`config.mk`:
```
export PLATFORM = sky130hd
export DESIGN_NAME = result_sig_collect
export DESIGN_NICKNAME = d
export VERILOG_FILES = /design/src/rtl/result_sig_collect.sv
export SDC_FILE = /design/constraint.sdc
export NUM_CORES = 1
export LEC_CHECK = 0
export ABC_AREA = 1
export BUFFER_PORTS_ARGS = -buffer_cell sky130_fd_sc_hd__buf_4
export CORE_MARGIN = 5
export CORE_UTILIZATION = 40
export CTS_BUF_LIST = sky130_fd_sc_hd__clkbuf_16
export DETAILED_ROUTE_END_ITERATION = 8
export PLACE_DENSITY = 0.73
export REMOVE_ABC_BUFFERS = 1
export SKIP_LAST_GASP = 1
export SLEW_MARGIN = 20
export SYNTH_ARGS = -nofsm -noshare
export SYNTH_HDL_FRONTEND = slang
export SYNTH_SLANG_ARGS = --single-unit
```
`constraint.sdc`:
```
create_clock -name clk -period 1.8 [get_ports clk]
set_input_delay 0.09 -clock clk [delete_from_list [all_inputs] [get_ports clk]]
set_output_delay 0.09 -clock clk [all_outputs]
set_load 0.05 [all_outputs]
```
`src/rtl/result_sig_collect.sv`:
```
// result_sig_collect: compacts a stream of harness result words into a MISR signature.
// Optional macro RESULT_SIG_SEED_EN adds seed_i; without it the signature starts from all-ones.
`default_nettype none

module result_sig_collect #(
  parameter int           W         = 64,
  parameter logic [W-1:0] POLY      = 64'h000000000000001B,
  parameter int           N_SAMPLES = 1024,
  parameter int           SKIP      = 8
) (
  input  logic         clk,
  input  logic         rst_n,
  input  logic         start_i,
  input  logic         valid_i,
  input  logic [W-1:0] result_i,
`ifdef RESULT_SIG_SEED_EN
  input  logic [W-1:0] seed_i,
`endif
  output logic         busy_o,
  output logic         done_o,
  output logic [W-1:0] sig_o,
  output logic [20:0]  count_o
);

  typedef enum logic [1:0] {
    IDLE = 2'd0,
    FILL = 2'd1,
    ACC  = 2'd2,
    DONE = 2'd3
  } state_t;

  localparam logic [20:0] N_MAX     = 21'(N_SAMPLES);
  localparam logic [20:0] N_LAST    = 21'(N_SAMPLES - 1);
  localparam logic [7:0]  SKIP_LAST = 8'(SKIP - 1);

  state_t         state;
  logic [7:0]     skip_cnt;
  logic [W-1:0]   seed_val;
  logic [W-1:0]   next_sig;

`ifdef RESULT_SIG_SEED_EN
  assign seed_val = seed_i;
`else
  assign seed_val = '1;
`endif

  // Galois-style MISR step with the incoming word folded in
  always_comb begin
    next_sig = {sig_o[W-2:0], 1'b0} ^ (sig_o[W-1] ? POLY : '0) ^ result_i;
  end

  always_ff @(posedge clk or negedge rst_n) begin
    if (!rst_n) begin
      state    <= IDLE;
      sig_o    <= '0;
      count_o  <= '0;
      busy_o   <= 1'b0;
      done_o   <= 1'b0;
      skip_cnt <= '0;
    end else begin
      case (state)
        IDLE, DONE: begin
          if (start_i) begin
            sig_o    <= seed_val;
            count_o  <= '0;
            skip_cnt <= '0;
            busy_o   <= 1'b1;
            done_o   <= 1'b0;
            state    <= (SKIP > 0) ? FILL : ACC;
          end
        end
        FILL: begin
          // pipeline-fill cycles elapse whether or not the harness flags them valid
          skip_cnt <= skip_cnt + 8'd1;
          if (skip_cnt == SKIP_LAST) begin
            state <= ACC;
          end
        end
        ACC: begin
          if (valid_i) begin
            sig_o <= next_sig;
            if (count_o != N_MAX) begin
              count_o <= count_o + 21'd1;
            end
            if (count_o == N_LAST) begin
              state  <= DONE;
              busy_o <= 1'b0;
              done_o <= 1'b1;
            end
          end
        end
        default: begin
          state  <= IDLE;
          busy_o <= 1'b0;
          done_o <= 1'b0;
        end
      endcase
    end
  end

  a_busy_done_excl: assert property (@(posedge clk) disable iff (!rst_n) !(busy_o && done_o));
  a_count_bound:    assert property (@(posedge clk) disable iff (!rst_n) count_o <= N_MAX);

endmodule

`default_nettype wire

```
==> results_dict.tcl, run 1 <==
set metrics [dict create \
    run_status "finished, final reports clean" \
    power.switching_fraction_pct 45.99 \
    ys_top_cells_by_area "dfrtp_1, xnor2_1, a2bb2oi_1, nand2_1, nor2_1" \
    synthDominantAreaCellType "dfrtp_1" \
    report.final.slew_viol_count 0 \
    post_synth_inst_count 514 \
    largest_net_degree_at_the_start_of_global_routing 46 \
    antenna_cells_inserted 0 \
    critical_path.endpoint_type "flop" \
    global_routing_usage_summed_across_all_routing_layers_pct 17.66 \
    crit_path_cell_trace "inv_1 > ha_2 > nand2_4 > o21ai_4 > nor2_4 > buf_4 > clkbuf_16 > a2bb2oi_1" \
    synth-seq-cells 97 \
    slowest_stage "dfrtp_1" \
    clock_tree_from_tritoncts "built" \
    critical_path_arrival_ns 2.01 \
    power_switching_w 0.006166 \
    number_of_fill_cells_in_the_layout 1079 \
    first_global_vias 4174 \
    dieArea_mm2 0.01483 \
    initial_utilization_pct 41.26 \
    drc 0 \
    netlist-cell-type-count 29 \
    clock_skew_ns 0.01127 \
    final.min_clock_period_ns 1.759 \
    area_growth_from_synthesis_to_layout_pct 38.51 \
    yosys.area.top_type_share_pct 48.57 \
    fin_util_pct 57.15 \
    critical_path_max_stage_delay_ns 0.39 \
    power_leakage_nw 3.022 \
    clk_root_buffer_cell "clkbuf_16" \
    path_buf_inv 3 \
    hpwlAfterDp_mm 9.851 \
    synthesis.area_mm2 0.004997 \
    vias_per_cell 4.955 \
    clkSlewWorstSetupHoldPaths_ns 0.06 \
    place.gp.congestion 0.8758 \
    share_clk_of_total_power_pct 13.8 \
    final_layout_size_suffix_gt1_share_pct 31.84 \
    number_of_synthesized_flops_with_an_enable_pin 0 \
    hold_viol_final 0 \
    synth_flop_cell "dfrtp_1" \
    cts-root-to-sink-buffers 2 \
    core_area_mm2 0.01211 \
    via_total_after_detailed_routing 4256 \
    num_io_pins 155 \
    timing.fmax_mhz 568.6 \
    dr.pass1.iters 4 \
    worstPathRequired_ns 2.05 \
    globalRoute.totalOverflow 0 \
    grt_first_pass_wirelength_mm 21.14 \
    ys.warnings.count 0 \
    worst_path_dominant_cell_family "buffers and inverters" \
    clkSinkCount 97 \
    setup_repair_after_global_routing_missed_its_margin "true" \
    nets 760 \
    port_buffers 154 \
    floorplan.die.height_um 121.8 \
    post_route_antenna_net_violation_count 0 \
    critPathMaxFanout 16 \
    overall_die_width_um 121.8 \
    min_path_type "in2reg" \
    max-cap-violations 0 \
    synth_sequential_area_ratio_pct 48.57 \
    max_transition_margin_pct 69.64 \
    combPwrFrac_pct 59.4 \
    setup_violation_total_in_the_final_timing_report 0 \
    power_per_cell_area_mw_per_mm2 1937 \
    antenna_found_initial 0 \
    num_rows 40 \
    power_report.internal_total_w 0.007242 \
    seq_power_share_pct 26.8 \
    wire_per_inst_um 16.27 \
    totalPowerFinal_w 0.01341 \
    syn_avg_cell_area_um2 9.722 \
    htreeDepth 3 \
    numCtsBuffers 9 \
    crit_type "reg2reg" \
    worstSetupStartpointType "flop" \
    worst_ir_drop_vdd_mv 0.6588 \
    initialDrtViolationCount 205 \
    timing_worst_slew_pin_value_ns 0.4553 \
    routed_wl_mm 13.97 \
    clock_latency_ns 0.34 \
    ys_async_sr_fraction_pct 100.0 \
    min_period_over_period_pct 97.71 \
    finalHoldWorstSlack_ns 0.02417 \
]
[flip-flops by register name, indices dropped and copies added (netlist names)]
register	count
count_o	21
done_o	1
sig_o	64
busy_o	1
state	2
skip_cnt	8
[power groups by stage]
stage	clock network (W)	registers (W)	logic (W)
final	0.00185	0.00359	0.00797
after global routing	0.00200	0.00369	0.00837
after CTS	0.00190	0.00357	0.00722
after detailed placement	0	0.00361	0.00701
after global placement	0	0.00358	0.00688
after floorplan	0	0.00562	0.00273
[worst paths after layout]
check	from	to	slack, ns	cells past startpoint
setup / recovery	state[0]	sig_o[42]	0.04	8
hold / removal	result_i[2]	sig_o[2]	0.02	3
setup reg to reg	state[0]	sig_o[42]	0.04	8
hold reg to reg	busy_o	busy_o	0.49	2
max in group asynchronous	rst_n	count_o[0]	0.87	3
min in group asynchronous	rst_n	sig_o[13]	0.25	2
[cells in the mapped netlist (2+ instances only)]
| cell type | number |
|---|---|
| nand4_1 | 4 |
| buf_2 | 2 |
| nand3b_1 | 2 |
| inv_2 | 2 |
| xor2_1 | 12 |
| a22oi_1 | 2 |
| xnor2_1 | 67 |
| clkbuf_1 | 2 |
| a2bb2oi_1 | 59 |
| a21oi_1 | 3 |
| ha_1 | 6 |
| dfrtp_1 | 97 |
| o21ai_1 | 3 |
| nand2_1 | 108 |
| nor2_1 | 40 |
| inv_1 | 35 |
| nand3_1 | 23 |
| nand2_2 | 4 |
| buf_6 | 11 |
| o21ai_0 | 16 |
| nor2_2 | 4 |
| a2bb2oi_2 | 3 |
| nor3_1 | 2 |
| buf_4 | 2 |
[per-layer routing]
metal,part of all wire (%),up-vias,GRT usage [%],routed length (µm)
met5,0,-,0,0
met4,1.6,0,4.552,228
met3,7.9,18,5.060,1106
met2,47,167,29.04,6551
met1,44,2016,22.98,6089
li1,-,2055,-,-
[timing repair]
| item | in CTS | in global routing |
|---|---|---|
| gates cloned | 1 | 5 |
| resized for setup | 0 | 22 |
| setup endpoints to repair | 1 | 83 |
| setup buffers | 0 | 4 |
| hold buffers | 1 | 0 |
| pin swaps | 0 | 2 |
| endpoints found under the hold margin | 32 | 0 |
[stage by stage]
stage | area (µm²) | setup TNS, ns | setup slack [ns] | instances
floorplan | 4841 | -50.04 | -0.7748 | 497
global placement | 6355 | 0 | 0.08200 | 832
detailed placement | 6355 | -0.007243 | -0.007243 | 832
CTS | 6685 | 0 | 0.003771 | 850
global route | 6922 | -0.1515 | -0.01255 | 859
finish | 6922 | 0 | 0.04126 | 859
[tightest hold or removal path, delay by kind of cell]
| kind | cells | cell delay [ns] |
|---|---|---|
| XOR/XNOR | 1 | 0.10 |
| buffers and inverters | 1 | 0.08 |
| AO/OA/AOI/OAI | 1 | 0.05 |
[kinds of logic (layout without fill, tap and decap cells)]
| logic type | count (synthesis) | in the layout | share of synthesized area (%) |
|---|---|---|---|
| XOR/XNOR | 79 | 79 | 13.85 |
| adder cells (fa/ha/maj) | 6 | 6 | 1.502 |
| AO/OA/AOI/OAI | 89 | 89 | 14.40 |
| AND/OR/NAND/NOR | 188 | 188 | 15.65 |
| buffers and inverters | 55 | 232 | 6.034 |
| flip-flops | 97 | 97 | 48.57 |
[cells in the final DEF, fill, tap and decap left out, types with 2 or more instances in the layout]
cell         n
o21ai_1      4
buf_4      164
nor2_1      39
nand4_1      4
nor3_1       2
ha_1         5
o21ai_0     15
xor2_1      12
xnor2_1     67
clkbuf_16   14
dfrtp_2      2
a2bb2oi_1   53
nand3b_1     2
inv_2        3
nand2_1    106
inv_1       36
a22oi_1      2
a2bb2oi_2    9
dfrtp_1     95
a21oi_1      3
nand3_1     23
buf_12       6
nor2_2       5
nand2_2      5
[final cells by class]
cell class | instances | area [µm²] | area share, %
Clock inverter | 7 | 62.56 | 0.9038
Sequential cell | 97 | 2430 | 35.10
Multi-Input combinational cell | 362 | 2321 | 33.53
Inverter | 38 | 147.6 | 2.133
Tap cell | 168 | 210.2 | 3.037
Clock buffer | 9 | 225.2 | 3.254
Timing Repair Buffer | 178 | 1525 | 22.04
(Power assumes the default switching activity.)
==> run 2, diff against run 1 <==
--- a/config.mk
+++ b/config.mk
@@ -11,6 +11,7 @@
 export CORE_UTILIZATION = 40
 export CTS_BUF_LIST = sky130_fd_sc_hd__clkbuf_16
 export DETAILED_ROUTE_END_ITERATION = 8
+export GPL_TIMING_DRIVEN = 0
 export PLACE_DENSITY = 0.73
 export REMOVE_ABC_BUFFERS = 1
 export SKIP_LAST_GASP = 1
==> results_dict.tcl, run 2 (synthesized netlist as in run 1, its figures left out) <==
set metrics [dict create \
    worstPathRequired_ns 2.03 \
    setup_tns_ns 0 \
    largest_register_ffs 64 \
    dp_slack_ns -0.7525 \
    num_rows 40 \
    place.gp.congestion 0.8677 \
    combPwrFrac_pct 60.0 \
    area_growth_from_synthesis_to_layout_pct 38.58 \
    dr.pass1.iters 4 \
    largest_net_degree_at_the_start_of_global_routing 98 \
    slowest_stage "dfrtp_1" \
    min_period_over_period_pct 95.75 \
    vias_per_cell 5.090 \
    clock_skew_ns 0.007694 \
    run_status "finished, final reports clean" \
    clkSinkCount 97 \
    worst_ir_drop_vdd_mv 0.5970 \
    globalRoute.totalOverflow 0 \
    timing_worst_slew_pin_value_ns 0.9138 \
    number_of_cells_traversed_by_the_worst_register_to_register_path 8 \
    max_transition_margin_pct 39.08 \
    post_route_antenna_net_violation_count 0 \
    layout_common_cells "buf_4, nand2_1, dfrtp_1" \
    power_report.internal_total_w 0.007328 \
    dieArea_mm2 0.01483 \
    critical_path_max_stage_delay_ns 0.42 \
    routed_wl_mm 14.33 \
    setup_violation_total_in_the_final_timing_report 0 \
    timing.fmax_mhz 580.2 \
    hold_viol_final 0 \
    hold_depth 3 \
    power_per_cell_area_mw_per_mm2 1977 \
    critical_path.endpoint_type "flop" \
    worstSetupStartpointType "flop" \
    htreeDepth 3 \
    postLayoutSetupSlackWorst_ns 0.07646 \
    min_path_type "in2reg" \
    grt_first_pass_wirelength_mm 22.68 \
    critPathMaxFanout 11 \
    clock_latency_ns 0.34 \
    nets 755 \
    numCtsBuffers 9 \
    initial_utilization_pct 41.26 \
    global_routing_usage_summed_across_all_routing_layers_pct 19.33 \
    core_area_mm2 0.01211 \
    cts-root-to-sink-buffers 2 \
    floorplan.die.height_um 121.8 \
    antenna_found_initial 0 \
    wire_per_inst_um 16.78 \
    power_switching_w 0.006361 \
    drc 0 \
    first_global_vias 4434 \
    critical_path_arrival_ns 1.95 \
    seq_power_share_pct 26.2 \
    overall_die_width_um 121.8 \
    power.switching_fraction_pct 46.47 \
    crit_type "reg2reg" \
    via_total_after_detailed_routing 4347 \
    final_layout_size_suffix_gt1_share_pct 32.22 \
    power_leakage_nw 2.989 \
    report.final.slew_viol_count 0 \
    port_buffers 154 \
    final.min_clock_period_ns 1.724 \
    placed_cell_area_mm2 0.006266 \
    share_clk_of_total_power_pct 13.8 \
    initialDrtViolationCount 268 \
    crit_path_cell_trace "ha_4 > nand2_2 > o21ai_4 > nor2_4 > buf_12 > buf_16 > clkbuf_16 > a2bb2oi_2" \
    layout_commonest_cell "buf_4" \
    finalHoldWorstSlack_ns 0.02768 \
    antenna_cells_inserted 0 \
    largest_register "sig_o" \
    clk_root_buffer_cell "clkbuf_16" \
    top_flop_regs "sig_o (64), count_o (21), skip_cnt (8)" \
    hpwlAfterDp_mm 9.484 \
    max-cap-violations 0 \
    clock_tree_from_tritoncts "built" \
    clkSlewWorstSetupHoldPaths_ns 0.07 \
    setup_repair_after_global_routing_missed_its_margin "true" \
    number_of_fill_cells_in_the_layout 1009 \
    final_standard_cell_area_without_fillers_mm2 0.006925 \
    num_io_pins 155 \
]
run 2: changes by cell type in the layout (fill, tap and decap cells not counted), moves of 2 or more:
cell | before | now
a2bb2oi_2 | 9 | 15
buf_12 | 6 | 2
buf_4 | 164 | 160
o21ai_0 | 15 | 13
nor2_4 | 1 | 3
nand3_1 | 23 | 21
nor2_2 | 5 | 3
a2bb2oi_1 | 53 | 47
nand3_4 | 0 | 2
clkbuf_16 | 14 | 10
run 2: worst max-delay path: cells and delay by family (launching register included):
family          cells  cell delay (ns)
fa+ha+maj           1             0.31
flops               1             0.42
compound gates      2             0.25
buf+inv             3             0.45
simple gates        2             0.17
run 2: power by group through the flow:
stage | Combinational [W] | Sequential, W | Clock (W)
detailed placement | 0.00694 | 0.00359 | 0
floorplan | 0.00273 | 0.00562 | 0
global route | 0.00867 | 0.00369 | 0.00204
global placement | 0.00668 | 0.00355 | 0
finish | 0.00822 | 0.00358 | 0.00189
CTS | 0.00768 | 0.00355 | 0.00194
run 2: area by class of cell:
class | instances | area, µm² | share of cell area, %
multi-input cells | 365 | 2447 | 35.34
flip-flops and latches | 97 | 2430 | 35.09
clock inverters | 7 | 62.56 | 0.9033
well taps | 168 | 210.2 | 3.035
repair inverters | 2 | 20.02 | 0.2891
inverters | 38 | 155.1 | 2.240
clock buffers | 9 | 225.2 | 3.252
repair buffers | 168 | 1375 | 19.86
run 2: through the flow:
step	power [W]	cells	util, %
after floorplan	0.008350	497	-
after global placement	0.01023	819	51.25
after detailed placement	0.01053	821	51.74
after CTS	0.01317	848	55.75
after global routing	0.01440	854	57.18
final	0.01369	854	57.18
run 2: final timing paths:
path / start / to / slack, ns
worst min register to register: done_o / done_o / 0.50
min in group asynchronous: rst_n / sig_o[13] / 0.41
worst min-delay path: result_i[9] / sig_o[9] / 0.03
max in group asynchronous: rst_n / count_o[1] / 0.70
worst max register to register: state[1] / sig_o[20] / 0.08
worst max-delay path: state[1] / sig_o[20] / 0.08
run 2: routing by layer:
metal / routed length [µm] / vias up / GRT usage, %
li1: - / 2055 / -
met4: 231 / 0 / 6.513
met5: 0 / - / 0
met1: 6184 / 2124 / 24.90
met2: 6972 / 154 / 32.25
met3: 942 / 14 / 4.318
run 2: repair_timing:
item	CTS	global route
gates cloned	5	2
buffers inserted	5	4
resized for setup	14	24
setup endpoints to repair	88	89
hold buffers	1	0
pin swaps	4	3
hold endpoints to repair	97	0
==> run 3, diff against run 2 <==
--- a/config.mk
+++ b/config.mk
@@ -7,12 +7,14 @@
 export LEC_CHECK = 0
 export ABC_AREA = 1
 export BUFFER_PORTS_ARGS = -buffer_cell sky130_fd_sc_hd__buf_4
+export CELL_PAD_IN_SITES_DETAIL_PLACEMENT = 2
+export CELL_PAD_IN_SITES_GLOBAL_PLACEMENT = 2
 export CORE_MARGIN = 5
-export CORE_UTILIZATION = 40
+export CORE_UTILIZATION = 31
 export CTS_BUF_LIST = sky130_fd_sc_hd__clkbuf_16
 export DETAILED_ROUTE_END_ITERATION = 8
 export GPL_TIMING_DRIVEN = 0
-export PLACE_DENSITY = 0.73
+export PLACE_DENSITY = 0.89
 export REMOVE_ABC_BUFFERS = 1
 export SKIP_LAST_GASP = 1
 export SLEW_MARGIN = 20
==> results_dict.tcl, run 3 (synthesized netlist as in run 1, its figures left out) <==
set metrics [dict create \
    run_status "finished with violations" \
    failed_checks "negative setup slack" \
    crit_type "reg2reg" \
    globalRoute.totalOverflow 0 \
    finalHoldWorstSlack_ns 0.009561 \
    min_path_type "in2reg" \
    timing_worst_slew_pin_value_ns 0.9674 \
    wire_per_inst_um 26.96 \
    min_period_over_period_pct 106.3 \
    slowest_stage "dfrtp_1" \
    floorplan.die.height_um 137.0 \
    dp_slack_ns -0.7147 \
    critical_path.endpoint_type "flop" \
    report.final.slew_viol_count 0 \
    num_rows 46 \
    layout_common_cells "buf_4, nand2_1, dfrtp_1" \
    largest_net_degree_at_the_start_of_global_routing 98 \
    largest_register "sig_o" \
    dp_cells 869 \
    via_total_after_detailed_routing 4743 \
    hold_viol_final 0 \
    clock_skew_ns 0.01629 \
    crit_path_cell_trace "inv_1 > ha_2 > o21ai_4 > inv_1 > nand3_1 > o21ai_0 > a21oi_1" \
    critical_path_max_stage_delay_ns 0.45 \
    num_io_pins 155 \
    drc 0 \
    core_area_mm2 0.01583 \
    routed_wl_mm 24.56 \
    max_transition_margin_pct 35.51 \
    layout_commonest_cell "buf_4" \
    largest_register_ffs 64 \
    number_of_fill_cells_in_the_layout 1667 \
    clkSinkCount 97 \
    global_routing_usage_summed_across_all_routing_layers_pct 22.15 \
    final.min_clock_period_ns 1.914 \
    clock_latency_ns 0.37 \
    clock_tree_from_tritoncts "built" \
    critical_path.most_common_cell "inv_1" \
    cts-root-to-sink-buffers 2 \
    worstPathRequired_ns 2.03 \
    post_route_antenna_net_violation_count 0 \
    initialDrtViolationCount 189 \
    overall_die_width_um 137.0 \
    power_leakage_nw 3.058 \
    power_per_cell_area_mw_per_mm2 2145 \
    initial_utilization_pct 31.57 \
    critPathMaxFanout 7 \
    dr.pass1.iters 6 \
    setup_repair_after_global_routing_missed_its_margin "true" \
    nets 764 \
    grt_first_pass_wirelength_mm 31.72 \
    postLayoutSetupSlackWorst_ns -0.1136 \
    timing.fmax_mhz 522.6 \
    place.gp.congestion 0.7814 \
    worstSetupStartpointType "flop" \
    htreeDepth 3 \
    dieArea_mm2 0.01876 \
    worst_ir_drop_vdd_mv 0.7195 \
    antenna_cells_inserted 0 \
    critical_path_arrival_ns 2.14 \
    final_cells 911 \
    final_layout_size_suffix_gt1_share_pct 37.70 \
    max-cap-violations 0 \
    setup_violation_total_in_the_final_timing_report 43 \
    antenna_found_initial 1 \
    clkSlewWorstSetupHoldPaths_ns 0.09 \
    hpwlAfterDp_mm 13.58 \
    number_of_cells_traversed_by_the_worst_register_to_register_path 7 \
    area_growth_from_synthesis_to_layout_pct 45.24 \
    port_buffers 154 \
    hold_depth 3 \
    numCtsBuffers 9 \
    vias_per_cell 5.206 \
    top_flop_regs "sig_o (64), count_o (21), skip_cnt (8)" \
    first_global_vias 5152 \
    clk_root_buffer_cell "clkbuf_16" \
]
==> run 3: cell types whose count changed in the layout (fill, tap and decap cells not counted), sizes merged <==
cell and change:
buf +11, clkinv +2, inv -2, bufbuf -1
bufinv -1, clkbuf +1, clkinvlp +1, nand2 -1
nor2 -1
==> run 3: area by class of cell <==
type / count / area (µm²) / area share (%)
multi-input cells: 363 / 2615 / 36.03
flip-flops and latches: 97 / 2430 / 33.48
repair buffers: 179 / 1486 / 20.48
well taps: 216 / 270.3 / 3.723
clock buffers: 9 / 225.2 / 3.103
inverters: 38 / 163.9 / 2.258
clock inverters: 7 / 42.54 / 0.5861
repair inverters: 2 / 25.02 / 0.3448
==> run 3: final timing paths <==
| path | start | to | slack (ns) |
|---|---|---|---|
| worst max register to register | state[1] | skip_cnt[5] | -0.11 |
| worst min register to register | skip_cnt[1] | skip_cnt[1] | 0.57 |
| max in group asynchronous | rst_n | count_o[0] | 0.71 |
| min in group asynchronous | rst_n | sig_o[9] | 0.39 |
| worst min-delay path | result_i[22] | sig_o[22] | 0.01 |
| worst max-delay path | state[1] | skip_cnt[5] | -0.11 |
==> run 3: power breakdown <==
part           internal [W]  total (W)  switching [W]
clock              0.000939    0.00197        0.00103
combinational       0.00393    0.00977        0.00585
sequential          0.00285    0.00383       0.000973
total               0.00772     0.0156        0.00785
==> run 3: metrics by stage <==
stage	power (W)	TNS (ns)	util, %	cell area (µm²)
after floorplan	0.008350	-50.04	-	4841
after global routing	0.01606	-5.760	45.86	7258
after detailed placement	0.01087	-48.63	39.92	6319
after global placement	0.01036	-102.85	39.60	6267
after CTS	0.01385	0	43.53	6890
final	0.01557	-1.311	45.86	7258
==> run 3: what timing repair did <==
action / CTS / global route
hold endpoints to repair: 97 / 0
endpoints found under the setup margin: 95 / 92
resized for setup: 32 / 47
hold buffers: 1 / 0
pin swaps: 5 / 5
cloned: 3 / 4
buffers inserted: 10 / 8
==> run 3: critical path, delay by kind of cell, from the launching register on <==
| family | cells | cell delay [ns] |
|---|---|---|
| compound gates | 3 | 0.54 |
| fa+ha+maj | 1 | 0.28 |
| buf+inv | 2 | 0.34 |
| flops | 1 | 0.45 |
| simple gates | 1 | 0.17 |
==> run 3: layer usage <==
layer  up-vias  track usage, %  part of all wire [%]
met5         -               0                 0.033
met4         2           4.490                   2.6
met3        42           6.103                   7.0
met2       217           40.14                    51
met1      2417           26.17                    40
li1       2065               -                     -
